===== src/rtl/alu_bus_arbiter.sv =====
// Registered request/grant arbiter for the shared ALU/databus: timer set (0), time update (1), timer compare (2).
// Optional per-owner hold timeout is enabled by defining ARB_TIMEOUT_EN.
module alu_bus_arbiter #(
  parameter int unsigned       OP_W     = 2,
  parameter logic [OP_W-1:0]   IDLE_OP  = '0,
  parameter int unsigned       MAX_HOLD = 16
) (
  input  logic            i_clk,
  input  logic            i_clear,
  input  logic [2:0]      i_req,
  input  logic [OP_W-1:0] i_s0,
  input  logic [OP_W-1:0] i_s1,
  input  logic [OP_W-1:0] i_s2,
  output logic [2:0]      o_gnt,
  output logic [1:0]      o_owner,
  output logic [OP_W-1:0] o_alu_s,
  output logic            o_bus_busy,
  output logic            o_timeout_err
);

  // state      | meaning
  // ST_IDLE    | bus free, arbitrate on any request
  // ST_GRANT   | one owner holds the bus until it drops req (or times out)
  // ST_RELEASE | one turnaround cycle, bus free, pending requests arbitrated
  typedef enum logic [1:0] {
    ST_IDLE    = 2'd0,
    ST_GRANT   = 2'd1,
    ST_RELEASE = 2'd2
  } state_t;

  localparam logic [1:0] OWNER_NONE = 2'b11;

  state_t          r_state;
  logic [2:0]      r_gnt;
  logic [1:0]      r_owner;
  logic [OP_W-1:0] r_alu_s;
  logic            r_busy;
  logic            r_rr_ptr;

  logic [2:0]      w_req_eff;
  logic            w_any_req;
  logic [1:0]      w_win;
  logic [2:0]      w_win_gnt;
  logic [OP_W-1:0] w_win_s;
  logic [OP_W-1:0] w_own_s;
  logic            w_own_req;

`ifdef ARB_TIMEOUT_EN
  localparam logic [7:0] HOLD_LAST = 8'(MAX_HOLD - 1);

  logic [7:0] r_hold;
  logic [2:0] r_mask;
  logic       r_timeout_err;

  assign w_req_eff     = i_req & ~r_mask;
  assign o_timeout_err = r_timeout_err;
`else
  assign w_req_eff     = i_req;
  assign o_timeout_err = 1'b0;
`endif

  assign w_any_req = |w_req_eff;

  // Update always wins; set and compare alternate through r_rr_ptr.
  always_comb begin
    w_win = OWNER_NONE;
    if (w_req_eff[1]) begin
      w_win = 2'd1;
    end else if (w_req_eff[0] && w_req_eff[2]) begin
      w_win = r_rr_ptr ? 2'd2 : 2'd0;
    end else if (w_req_eff[0]) begin
      w_win = 2'd0;
    end else if (w_req_eff[2]) begin
      w_win = 2'd2;
    end
  end

  always_comb begin
    w_win_gnt = 3'b000;
    w_win_s   = IDLE_OP;
    case (w_win)
      2'd0: begin
        w_win_gnt = 3'b001;
        w_win_s   = i_s0;
      end
      2'd1: begin
        w_win_gnt = 3'b010;
        w_win_s   = i_s1;
      end
      2'd2: begin
        w_win_gnt = 3'b100;
        w_win_s   = i_s2;
      end
      default: begin
        w_win_gnt = 3'b000;
        w_win_s   = IDLE_OP;
      end
    endcase
  end

  always_comb begin
    w_own_req = 1'b0;
    w_own_s   = IDLE_OP;
    case (r_owner)
      2'd0: begin
        w_own_req = i_req[0];
        w_own_s   = i_s0;
      end
      2'd1: begin
        w_own_req = i_req[1];
        w_own_s   = i_s1;
      end
      2'd2: begin
        w_own_req = i_req[2];
        w_own_s   = i_s2;
      end
      default: begin
        w_own_req = 1'b0;
        w_own_s   = IDLE_OP;
      end
    endcase
  end

  always_ff @(posedge i_clk) begin
    if (i_clear) begin
      r_state  <= ST_IDLE;
      r_gnt    <= 3'b000;
      r_owner  <= OWNER_NONE;
      r_alu_s  <= IDLE_OP;
      r_busy   <= 1'b0;
      r_rr_ptr <= 1'b0;
`ifdef ARB_TIMEOUT_EN
      r_hold        <= 8'd0;
      r_mask        <= 3'b000;
      r_timeout_err <= 1'b0;
`endif
    end else begin
`ifdef ARB_TIMEOUT_EN
      // A timed-out requester stays masked until it lets go of req.
      r_timeout_err <= 1'b0;
      r_mask        <= r_mask & i_req;
`endif
      unique case (r_state)
        ST_IDLE, ST_RELEASE: begin
          if (w_any_req) begin
            r_state <= ST_GRANT;
            r_gnt   <= w_win_gnt;
            r_owner <= w_win;
            r_alu_s <= w_win_s;
            r_busy  <= 1'b1;
            if (w_win == 2'd0) begin
              r_rr_ptr <= 1'b1;
            end else if (w_win == 2'd2) begin
              r_rr_ptr <= 1'b0;
            end
`ifdef ARB_TIMEOUT_EN
            r_hold <= 8'd0;
`endif
          end else begin
            r_state <= ST_IDLE;
            r_gnt   <= 3'b000;
            r_owner <= OWNER_NONE;
            r_alu_s <= IDLE_OP;
            r_busy  <= 1'b0;
          end
        end
        ST_GRANT: begin
          if (!w_own_req) begin
            r_state <= ST_RELEASE;
            r_gnt   <= 3'b000;
            r_owner <= OWNER_NONE;
            r_alu_s <= IDLE_OP;
            r_busy  <= 1'b0;
`ifdef ARB_TIMEOUT_EN
          end else if (r_hold == HOLD_LAST) begin
            r_state       <= ST_RELEASE;
            r_gnt         <= 3'b000;
            r_owner       <= OWNER_NONE;
            r_alu_s       <= IDLE_OP;
            r_busy        <= 1'b0;
            r_timeout_err <= 1'b1;
            r_mask        <= (r_mask & i_req) | r_gnt;
`endif
          end else begin
            r_alu_s <= w_own_s;
`ifdef ARB_TIMEOUT_EN
            r_hold  <= r_hold + 8'd1;
`endif
          end
        end
        default: begin
          r_state <= ST_IDLE;
          r_gnt   <= 3'b000;
          r_owner <= OWNER_NONE;
          r_alu_s <= IDLE_OP;
          r_busy  <= 1'b0;
        end
      endcase
    end
  end

  assign o_gnt      = r_gnt;
  assign o_owner    = r_owner;
  assign o_alu_s    = r_alu_s;
  assign o_bus_busy = r_busy;

endmodule

===== config.mk =====
export PLATFORM = sky130hd
export DESIGN_NAME = alu_bus_arbiter
export DESIGN_NICKNAME = d
export VERILOG_FILES = /design/src/rtl/alu_bus_arbiter.sv
export SDC_FILE = /design/constraint.sdc
export NUM_CORES = 1
export LEC_CHECK = 0
export ABC_AREA = 0
export CORE_MARGIN = 8
export CORE_UTILIZATION = 43
export CTS_CLUSTER_DIAMETER = 150
export DETAILED_ROUTE_END_ITERATION = 10
export GPL_TIMING_DRIVEN = 0
export MAX_ROUTING_LAYER = met4
export PLACE_DENSITY = 0.86
export SYNTH_ARGS = -nofsm -noshare
export SYNTH_HDL_FRONTEND = slang
export SYNTH_SLANG_ARGS = --single-unit

===== constraint.sdc =====
create_clock -name i_clk -period 1.4 [get_ports i_clk]
set_input_delay 0.35 -clock i_clk [delete_from_list [all_inputs] [get_ports i_clk]]
set_output_delay 0.35 -clock i_clk [all_outputs]
set_load 0.02 [all_outputs]

== Word level (Yosys, flattened, before mapping) ==
Index checks and enable logic that the tools add are counted.
W data, S select, Z words.
Operators by class
  equality and inequality tests: 7
  mux-type cells: 26
  reduce and logical (&&, ||, !) cells: 8
Operator list (number)
  $mux W2: 9
  $pmux W2 S2: 3
  $pmux W2 S3: 2
  $pmux W3 S3: 1
  $eq A2 B1 Y1 const B: 3
  $eq A2 B2 Y1 const B: 3
  $logic_not A2 Y1: 3
  $mux W1: 6
  $mux W3: 2
  $pmux W3 S2: 1
  $pmux W1 S3: 1
  $reduce_and A3 Y1: 1
  $reduce_or A3 Y1: 1
  $ne A2 B2 Y1 const B: 1
  $pmux W1 S2: 1
  $reduce_bool A2 Y1: 1
  $reduce_or A2 Y1: 1
  $logic_and A1 B1 Y1: 1
Storage, ports and cells
  register bits after elaboration: 11
  word-level logic and storage cells: 47

== Longest topological paths before layout ==
Gate-level depths: netlist of run 1.
  depth in word-level cells: 8
  mapped depth: 5
  depth with buffers taken out: 4

== Least setup slack after synthesis of run 1 ==
Ideal clock, no wire load.
  kind: register to register
  from: register r_owner[1] (netlist: o_owner[1])
  to: register r_owner[1] (netlist: o_owner[1])
  setup time: 0.114 ns
  arrival: 1.232 ns
  required time: 1.286 ns
  setup slack: 0.054 ns
  cell stages (with the launch flop): 6
  cells stage by stage: dfxtp_1 -> buf_4 -> mux2i_1 -> o21ai_2 -> nand3_1 -> a21o_1
On the way
  cells in the longest elaborated chain, start to end: 3
RTL lines
  start, declared: line 35  | logic [1:0] r_owner;
  start signal, assigned: line 148  | r_owner <= w_win;
  $eq A2 B2 Y1, or another cell as far along: line 104  | case (r_owner)
  $pmux W1 S3 *: line 104
  $ne A2 B2 Y1 (no source line) *
Every way passes the cells marked *; elsewhere a longest branch is shown, timed or not.
A chain may end at the register's enable or synchronous reset.

== Worst setup path after layout of run 1 ==
  from: register r_owner[0] (netlist: o_owner[0])
  to: output o_owner[0]
RTL lines
  end, declared: line 15  | output logic [1:0] o_owner,
No word-level cell between the ends.

==> out/qor.json, run 1 <==
{
  "run_status": "finished with violations",
  "violations": "negative setup slack",
  "power_frac_comb_pct": 28.7,
  "finalHoldViolations": 0,
  "synthFlopType": "sky130_fd_sc_hd__dfxtp_1",
  "placeableCoreArea_mm2": 0.00130,
  "clkSlewWorstSetupHoldPaths_ns": 0.07,
  "ant_nets": 0,
  "placementRows": 13,
  "routabilityCongestion": 0.756,
  "holdCritPathClass": "register to register",
  "syn-mean-instance-area_um2": 8.70,
  "post-synth-top-count-cell": "sky130_fd_sc_hd__dfxtp_1",
  "setup.worst_path.class": "register to output pin",
  "critical_path.reg2reg.endpoint": "o_owner[0]$_SDFFE_PP1P_",
  "min-delay-start": "r_state[1]$_SDFFE_PP0P_",
  "first_global_vias": 643,
  "seqCellArea_um2": 224,
  "top_area_cells_in_the_synthesized_netlist": "sky130_fd_sc_hd__dfxtp_1 37%, sky130_fd_sc_hd__a21oi_1 5.0%, sky130_fd_sc_hd__mux2i_1 5.0%",
  "yosys.area.top_type_share_pct": 36.7,
  "largest_net_degree_at_the_start_of_global_routing": 11,
  "finalCriticalPeriod_ns": 1.41,
  "hold_path_depth": 1,
  "most_area_hungry_cell_type_in_the_yosys_netlist": "sky130_fd_sc_hd__dfxtp_1",
  "power_frac_seq_pct": 43.7,
  "drt-initial-drc-count": 7,
  "dieArea_mm2": 0.00285,
  "static-leakage-power_nw": 0.363,
  "synthToLayoutAreaGrowth_pct": 44.4,
  "io_buffers": 17,
  "yosys.cell_types.count": 31,
  "number_of_enable_flip_flop_cells_after_synthesis": 0,
  "arrival_time_at_the_worst_endpoint_ns": 1.06,
  "detail_route.wl_per_cell_um": 15.6,
  "ios": 20,
  "clkPwrFrac_pct": 27.6,
  "gr-usage-all-layers_pct": 12.9,
  "setup_viol": 1,
  "crit_path_start_kind": "register",
  "chipHeight_um": 53.4,
  "drc": 0,
  "postSynthRegisterBits": 11,
  "htree_levels": 1,
  "root_buf_cell": "sky130_fd_sc_hd__clkbuf_4",
  "synth_top_cells_by_count": "11 x sky130_fd_sc_hd__dfxtp_1, 6 x sky130_fd_sc_hd__a21oi_1, 5 x sky130_fd_sc_hd__nor2_1",
  "worstPathBufferInverterCount": 1,
  "totalWireLength_um": 1720,
  "ir_drop_uv": 666,
  "worstSkewPairLatency_ns": 0.27,
  "timing.rr.start": "r_state[0]$_SDFFE_PP0P_",
  "die-width_um": 53.4,
  "crit_family": "flip-flops",
  "synth_area_um2": 601,
  "yosys_warnings": 0,
  "timing.final.crit_share_pct": 101,
  "net-switching-power_mw": 0.250,
  "drv_slew": 0,
  "crit_chain": "clkdlybuf4s15_1",
  "power.switching_fraction_pct": 30.8,
  "mappedNetlistNets": 80,
  "grt.met2_usage_pct": 22.1,
  "synth-async-reset-ratio_pct": 0,
  "crit_path_max_fanout": 8,
  "global_route.usage.met1_pct": 14.4,
  "cts.path.max_buffers": 2,
  "design_power_total_mw": 0.811,
  "detailedPlacementHpwl_um": 1140,
  "placement.cell_area_um2": 790,
  "timing.critical_path.to_type": "output pin",
  "detailedRoute.firstPassIterationCount": 4,
  "cell_internal_pwr_mw": 0.561,
  "grt.overflow.total": 0,
  "worst_clock_skew_ns": 0.00763,
  "num_vias": 630,
  "num-fill-cells": 130,
  "num-nets-final": 107,
  "grt_first_pass_wirelength_um": 2750,
  "critical-path-slowest-cell": "sky130_fd_sc_hd__dfxtp_2",
  "cts.sinks": 11,
  "fin_ws_ns": -0.0116,
  "yosysSeqAreaShare_pct": 36.7,
  "synthCells": 69,
  "post_route_cells_drive_above_1_share_pct": 23.2,
  "start_util_pct": 46.2,
  "number_of_cells_traversed_by_the_worst_register_to_register_path": 5,
  "cts_tree": "built",
  "top_usage_layer": "met2",
  "timing.hold.worst_endpoint": "r_state[1]$_SDFFE_PP0P_",
  "achievable-frequency_mhz": 708,
  "rrSetupSlack_ns": 0.07,
  "area_of_the_multi_input_gates_um2": 352,
  "postLayoutCellArea_um2": 867,
  "met3_usage_pct": 3.36,
  "numCtsBuffers": 3,
  "cap_violations": 0,
  "n_antenna_cell": 0,
  "detailedPlace.worstSlack_ns": -0.487,
  "slowest_delay_ns": 0.43,
  "critical_path_required_ns": 1.05,
  "viasPerCell": 5.73,
  "totalNegativeSetupSlack_ns": -0.0116,
  "power_per_cell_area_mw_per_mm2": 935,
  "antenna_found_initial": 0
}
[state kept, by name, summed over array words and instances, names as in the netlist]
register / cells
o_owner: 2
r_rr_ptr: 1
o_alu_s: 2
o_gnt: 3
r_state: 2
o_bus_busy: 1
[power groups by stage]
stage	clock [mW]	combinational [mW]	sequential [mW]
after floorplan	0	0.110	0.374
after global placement	0	0.207	0.357
after detailed placement	0	0.210	0.359
after CTS	0.228	0.209	0.351
after global routing	0.236	0.252	0.357
final	0.224	0.233	0.354
[worst max-delay path by stage]
| stage | start | endpoint | slack [ns] | cells after the start |
|---|---|---|---|---|
| 2_1_floorplan | o_owner[1]$_SDFFE_PP1P_ | o_owner[1]$_SDFFE_PP1P_ | 0.05 | 5 |
| 3_3_place_gp | i_req[0] | o_owner[1]$_SDFFE_PP1P_ | -0.47 | 5 |
| 3_5_place_dp | i_req[0] | o_owner[1]$_SDFFE_PP1P_ | -0.49 | 5 |
| 4_1_cts | o_owner[0]$_SDFFE_PP1P_ | o_owner[0] | 0.005 | 1 |
| 5_1_grt | o_owner[0]$_SDFFE_PP1P_ | o_owner[0] | -0.03 | 1 |
| 6_report | o_owner[0]$_SDFFE_PP1P_ | o_owner[0] | -0.01 | 1 |
[metal layers]
layer | wire [um] | vias up
li1 | - | 308
met1 | 778 | 296
met2 | 822 | 24
met3 | 104 | 2
met4 | 10 | 0
met5 | 0 | -
[placed cells by master (no fill, tap or decap), drive strengths merged, types with 2 or more instances in the layout]
| cell type | n |
|---|---|
| a21oi | 6 |
| dlygate4sd2 | 7 |
| nor4 | 2 |
| a31o | 2 |
| dfxtp | 11 |
| clkdlybuf4s50 | 7 |
| clkbuf | 7 |
| nor2 | 5 |
| mux2i | 3 |
| nand3 | 4 |
| nand2 | 3 |
| nand3b | 3 |
| a31oi | 2 |
| buf | 9 |
| o2bb2ai | 2 |
| nand4b | 2 |
| nand2b | 2 |
| o21ai | 4 |
[metrics by stage]
stage	hold slack [ns]	cells	util, %
2_1_floorplan	0.393	69	-
3_3_place_gp	0.403	101	60.7
3_5_place_dp	0.413	101	60.7
4_1_cts	0.417	107	63.5
5_1_grt	0.442	110	66.6
6_report	0.415	110	66.6
[cells by family after synthesis]
logic type,synth area share [%]
simple gates,23.8
buf+inv,7.71
compound gates,26.3
other cells,0.624
flops,36.7
mux,5.00
[cell type report]
class                   instances  share of cell area [%]
clock buffers                   4                    3.03
well taps                      15                    2.16
inverters                       1                   0.433
flip-flops and latches         11                    25.8
repair buffers                 22                    22.7
multi-input cells              51                    40.5
plain buffers                   6                    5.34
[what timing repair did]
item                       in CTS  in global routing
hold buffers                    0                  0
cloned                          0                  0
hold endpoints to repair        0                  0
pin swaps                       1                  1
setup endpoints to repair      17                 10
gates resized for setup        11                  9
setup buffers                   2                  3
No activity file was read; power rests on OpenSTA's default activity.
==> run 2: changes to the inputs <==
CORE_MARGIN = 2   (was 8)
==> out/qor.json, run 2 (synthesis results as in run 1) <==
{
  "cts.path.max_buffers": 2,
  "die-width_um": 41.4,
  "num-nets-final": 107,
  "first_global_vias": 572,
  "timing.critical_path.to_type": "register",
  "max_reg_flops": 3,
  "crit_path_start_kind": "input port",
  "ir_drop_uv": 527,
  "setup.worst_path.class": "input port to register",
  "largest_net_degree_at_the_start_of_global_routing": 11,
  "crit_chain": "dlygate4sd2_1 -> a21boi_2 -> nand3b_1 -> a31o_1 -> a21oi_1",
  "postLayoutCellArea_um2": 860,
  "placeableCoreArea_mm2": 0.00130,
  "seqCellArea_um2": 225,
  "static-leakage-power_nw": 0.365,
  "arrival_time_at_the_worst_endpoint_ns": 1.53,
  "critical_path_depth": 5,
  "n_antenna_cell": 0,
  "ios": 20,
  "routabilityCongestion": 0.777,
  "totalWireLength_um": 1530,
  "io_buffers": 17,
  "min-delay-start": "r_state[1]$_SDFFE_PP0P_",
  "critical-path-slowest-cell": "sky130_fd_sc_hd__dlygate4sd2_1",
  "timing.final.crit_share_pct": 95.1,
  "grt_first_pass_wirelength_um": 2550,
  "num-fill-cells": 128,
  "finalHoldViolations": 0,
  "achievable-frequency_mhz": 751,
  "detail_route.wl_per_cell_um": 13.9,
  "number_of_cells_traversed_by_the_worst_register_to_register_path": 6,
  "htree_levels": 1,
  "power_per_cell_area_mw_per_mm2": 928,
  "critical_path_required_ns": 1.60,
  "viasPerCell": 5.64,
  "finalCriticalPeriod_ns": 1.33,
  "grt_setup_unrepaired": "false",
  "cts.sinks": 11,
  "drt-initial-drc-count": 13,
  "slowest_delay_ns": 0.39,
  "grt.overflow.total": 0,
  "holdCritPathClass": "register to register",
  "leading_cell_types_in_the_layout_fill_and_taps_excluded": "9 x sky130_fd_sc_hd__dfxtp_1, 8 x sky130_fd_sc_hd__dlygate4sd2_1, 7 x sky130_fd_sc_hd__buf_4, 7 x sky130_fd_sc_hd__clkdlybuf4s50_1, 6 x sky130_fd_sc_hd__a21oi_1",
  "crit_family": "compound AO/OA/AOI/OAI gates",
  "crit_path_max_fanout": 8,
  "detailedPlacementHpwl_um": 1040,
  "placementRows": 13,
  "worst_clock_skew_ns": 0.0101,
  "ant_nets": 0,
  "antenna_found_initial": 0,
  "setup_viol": 0,
  "num_vias": 620,
  "start_util_pct": 46.2,
  "root_buf_cell": "sky130_fd_sc_hd__clkbuf_4",
  "clkSlewWorstSetupHoldPaths_ns": 0.08,
  "worstPathBufferInverterCount": 1,
  "cap_violations": 0,
  "cts.hold.buffers_added": 0,
  "drc": 0,
  "cts_tree": "built",
  "post_route_cells_drive_above_1_share_pct": 23.2,
  "drv_slew": 0,
  "run_status": "completed",
  "placement.cell_area_um2": 790,
  "worstSkewPairLatency_ns": 0.27,
  "synthToLayoutAreaGrowth_pct": 43.1,
  "hold_path_depth": 1,
  "detailedRoute.firstPassIterationCount": 4,
  "numCtsBuffers": 3,
  "area_of_the_multi_input_gates_um2": 343,
  "critPathLaunch": "i_req[0]",
  "fin_ws_ns": 0.0684,
  "gr-usage-all-layers_pct": 23.8,
  "detailedPlace.worstSlack_ns": -0.512,
  "dieArea_mm2": 0.00171,
  "chipHeight_um": 41.4,
  "layout.cells.most_common": "sky130_fd_sc_hd__dfxtp_1",
  "timing.rr.start": "o_owner[1]$_SDFFE_PP1P_"
}
## run 2: changes by cell type in the layout (fill, tap and decap cells not counted), sizes merged
cell / previous run / this run
clkbuf: 7 / 6
clkdlybuf4s15: 1 / 0
clkinv: 0 / 1
dlygate4sd2: 7 / 8
## run 2: through the flow
step	total power, mW	TNS (ns)	hold WS, ns	util [%]	instances
floorplan	0.484	0	0.393	-	69
global placement	0.563	-3.77	0.403	60.7	101
detailed placement	0.569	-4.05	0.418	60.7	101
CTS	0.790	0	0.409	64.2	108
global route	0.841	0	0.447	66.1	110
finish	0.798	0	0.418	66.1	110
## run 2: path summary, 6_finish.rpt
kind | endpoint | slack [ns]
setup / recovery | o_alu_s[1]$_SDFF_PP0_ | 0.07
hold / removal | r_state[1]$_SDFFE_PP0P_ | 0.42
setup reg to reg | o_gnt[1]$_SDFFE_PP0P_ | 0.09
hold reg to reg | r_state[1]$_SDFFE_PP0P_ | 0.42
## run 2: area by class of cell
type	count	area share (%)
multi-input combinational	51	39.9
sequential	11	26.2
timing repair buffer	22	22.7
buffer	6	5.39
clock buffer	3	2.62
tap	15	2.18
clock inverter	1	0.582
inverter	1	0.437
## run 2: what timing repair did
action                     in CTS  in global routing
setup buffers                   3                  2
pin swaps                       1                  0
resized for setup              12                  6
setup endpoints to repair      17                  6
## run 2: per-layer routing
metal  vias to the layer above  global-route usage (%)  part of all wire (%)
met5                         -                       -                     0
met4                         0                    2.42                  0.46
met3                         2                    7.98                   5.2
met2                        21                    41.8                    53
met1                       286                    27.1                    41
li1                        311                       -                     -
## run 2: worst reg2reg max path, stage by stage, from the launching register on
cell	delay, ns
sky130_fd_sc_hd__dfxtp_1	0.34
sky130_fd_sc_hd__buf_6	0.13
sky130_fd_sc_hd__mux2i_2	0.21
sky130_fd_sc_hd__o21ai_2	0.11
sky130_fd_sc_hd__buf_4	0.16
sky130_fd_sc_hd__a32oi_1	0.19
sky130_fd_sc_hd__nor2_1	0.05
## run 2: power by group
part | internal, mW | switching [mW]
clock | 0.106 | 0.114
sequential | 0.335 | 0.0173
combinational | 0.112 | 0.114
==> run 3: changes to the inputs <==
CORE_UTILIZATION = 39   (was 43)
PLACE_DENSITY = 0.83   (was 0.86)
clock period = 1.1 ns   (was 1.4 ns; I/O delays follow)
==> out/qor.json, run 3 (synthesis results as in run 1) <==
{
  "run_status": "finished with violations",
  "violations": "negative setup slack",
  "critical-path-slowest-cell": "sky130_fd_sc_hd__dfxtp_4",
  "largest_net_degree_at_the_start_of_global_routing": 11,
  "antenna_found_initial": 0,
  "holdCritPathClass": "register to register",
  "critical_path_required_ns": 1.30,
  "ir_drop_uv": 716,
  "detailedPlacementHpwl_um": 968,
  "drv_slew": 0,
  "hold_ws_ns": 0.410,
  "first_global_vias": 564,
  "achievable-frequency_mhz": 794,
  "clkSlewWorstSetupHoldPaths_ns": 0.06,
  "critical-path-top-cell-by-count": "sky130_fd_sc_hd__buf_6",
  "cts.hold.buffers_added": 0,
  "power_per_cell_area_mw_per_mm2": 1140,
  "drt-initial-drc-count": 12,
  "synthToLayoutAreaGrowth_pct": 50.2,
  "finalHoldViolations": 0,
  "viasPerCell": 5.57,
  "detailedRoute.firstPassIterationCount": 4,
  "final_cells": 112,
  "chipHeight_um": 43.2,
  "placementRows": 14,
  "fin_ws_ns": -0.160,
  "grt.overflow.total": 0,
  "cts_tree": "built",
  "design_power_total_mw": 1.03,
  "max_reg_flops": 3,
  "cap_violations": 0,
  "ant_nets": 0,
  "crit_chain": "buf_6 -> mux2i_4 -> o21ai_4 -> buf_6 -> nand3_2 -> a21oi_2",
  "start_util_pct": 40.8,
  "worstSkewPairLatency_ns": 0.26,
  "htree_levels": 1,
  "finalCriticalPeriod_ns": 1.26,
  "arrival_time_at_the_worst_endpoint_ns": 1.46,
  "timing.critical_path.to_type": "register",
  "setup.worst_path.class": "register to register",
  "grt_setup_unrepaired": "true",
  "placeableCoreArea_mm2": 0.00147,
  "detail_route.wl_per_cell_um": 13.2,
  "slowest_delay_ns": 0.34,
  "timing.final.crit_share_pct": 115,
  "num-fill-cells": 139,
  "numPlacedInstances": 102,
  "leading_cell_types_in_the_layout_fill_and_taps_excluded": "8 x sky130_fd_sc_hd__dfxtp_1, 7 x sky130_fd_sc_hd__clkdlybuf4s50_1, 6 x sky130_fd_sc_hd__buf_4, 6 x sky130_fd_sc_hd__buf_2, 5 x sky130_fd_sc_hd__buf_6",
  "dieArea_mm2": 0.00187,
  "detailedPlace.worstSlack_ns": -0.719,
  "hold_path_depth": 1,
  "num_vias": 624,
  "crit_path_start_kind": "register",
  "cts.sinks": 11,
  "layout.cells.most_common": "sky130_fd_sc_hd__dfxtp_1",
  "numCtsBuffers": 3,
  "drc": 0,
  "worst_clock_skew_ns": 0.000347,
  "ios": 20,
  "num-nets-final": 108,
  "cts.path.max_buffers": 2,
  "routabilityCongestion": 0.785,
  "grt_first_pass_wirelength_um": 2540,
  "number_of_cells_traversed_by_the_worst_register_to_register_path": 6,
  "n_antenna_cell": 0,
  "io_buffers": 17,
  "totalWireLength_um": 1480,
  "setup_viol": 11,
  "crit_path_max_fanout": 5,
  "gr-usage-all-layers_pct": 18.3,
  "root_buf_cell": "sky130_fd_sc_hd__clkbuf_4",
  "die-width_um": 43.2,
  "static-leakage-power_nw": 0.364,
  "post_route_cells_drive_above_1_share_pct": 38.5
}
run 3: cell type report:
class                      instances  area, um2  share of cell area (%)
buffer                             6       47.5                    5.27
clock buffer                       4       26.3                    2.91
inverter                           1       3.75                   0.416
multi-input combinational         51        387                    42.9
sequential                        11        231                    25.7
tap                               16       20.0                    2.22
timing repair buffer              23        186                    20.7
run 3: worst max-delay path: cells and delay by family, from the launching register on:
| family | cells | cell delay, ns |
|---|---|---|
| DFF | 1 | 0.34 |
| muxes | 1 | 0.18 |
| and+or+nand+nor | 1 | 0.07 |
| AOI/OAI and AO/OA | 2 | 0.35 |
| buffers and inverters | 2 | 0.25 |
run 3: worst paths after layout:
path | slack (ns) | endpoint | startpoint
worst max-delay path | -0.16 | o_bus_busy$_SDFFE_PP0P_ | o_owner[1]$_SDFFE_PP1P_
worst min-delay path | 0.41 | r_state[1]$_SDFFE_PP0P_ | r_state[1]$_SDFFE_PP0P_
worst max register to register | -0.16 | o_bus_busy$_SDFFE_PP0P_ | o_owner[1]$_SDFFE_PP1P_
worst min register to register | 0.41 | r_state[1]$_SDFFE_PP0P_ | r_state[1]$_SDFFE_PP0P_
run 3: what timing repair did:
item / CTS / global route
pin swaps: 6 / 4
buffers inserted: 4 / 2
setup endpoints to repair: 19 / 15
resized for setup: 36 / 18
hold endpoints to repair: 0 / 0
run 3: report_power, final:
part	total [mW]	switching [mW]	internal, mW
registers	0.446	0.0212	0.425
clock network	0.264	0.124	0.140
logic	0.321	0.160	0.161
total	1.03	0.305	0.726
run 3: metal layers:
metal,part of all wire (%),vias to the layer above,GRT usage (%)
met5,0,-,-
met3,10,0,7.23
met2,48,22,27.8
li1,-,309,-
met4,0,0,2.42
met1,42,293,23.7
run 3: per-stage QoR:
stage	area (um2)	TNS, ns	util (%)
floorplan	609	-0.769	-
global route	902	-2.08	61.3
CTS	853	-1.18	58.0
global placement	800	-7.03	54.3
finish	902	-1.33	61.3
detailed placement	800	-7.34	54.3
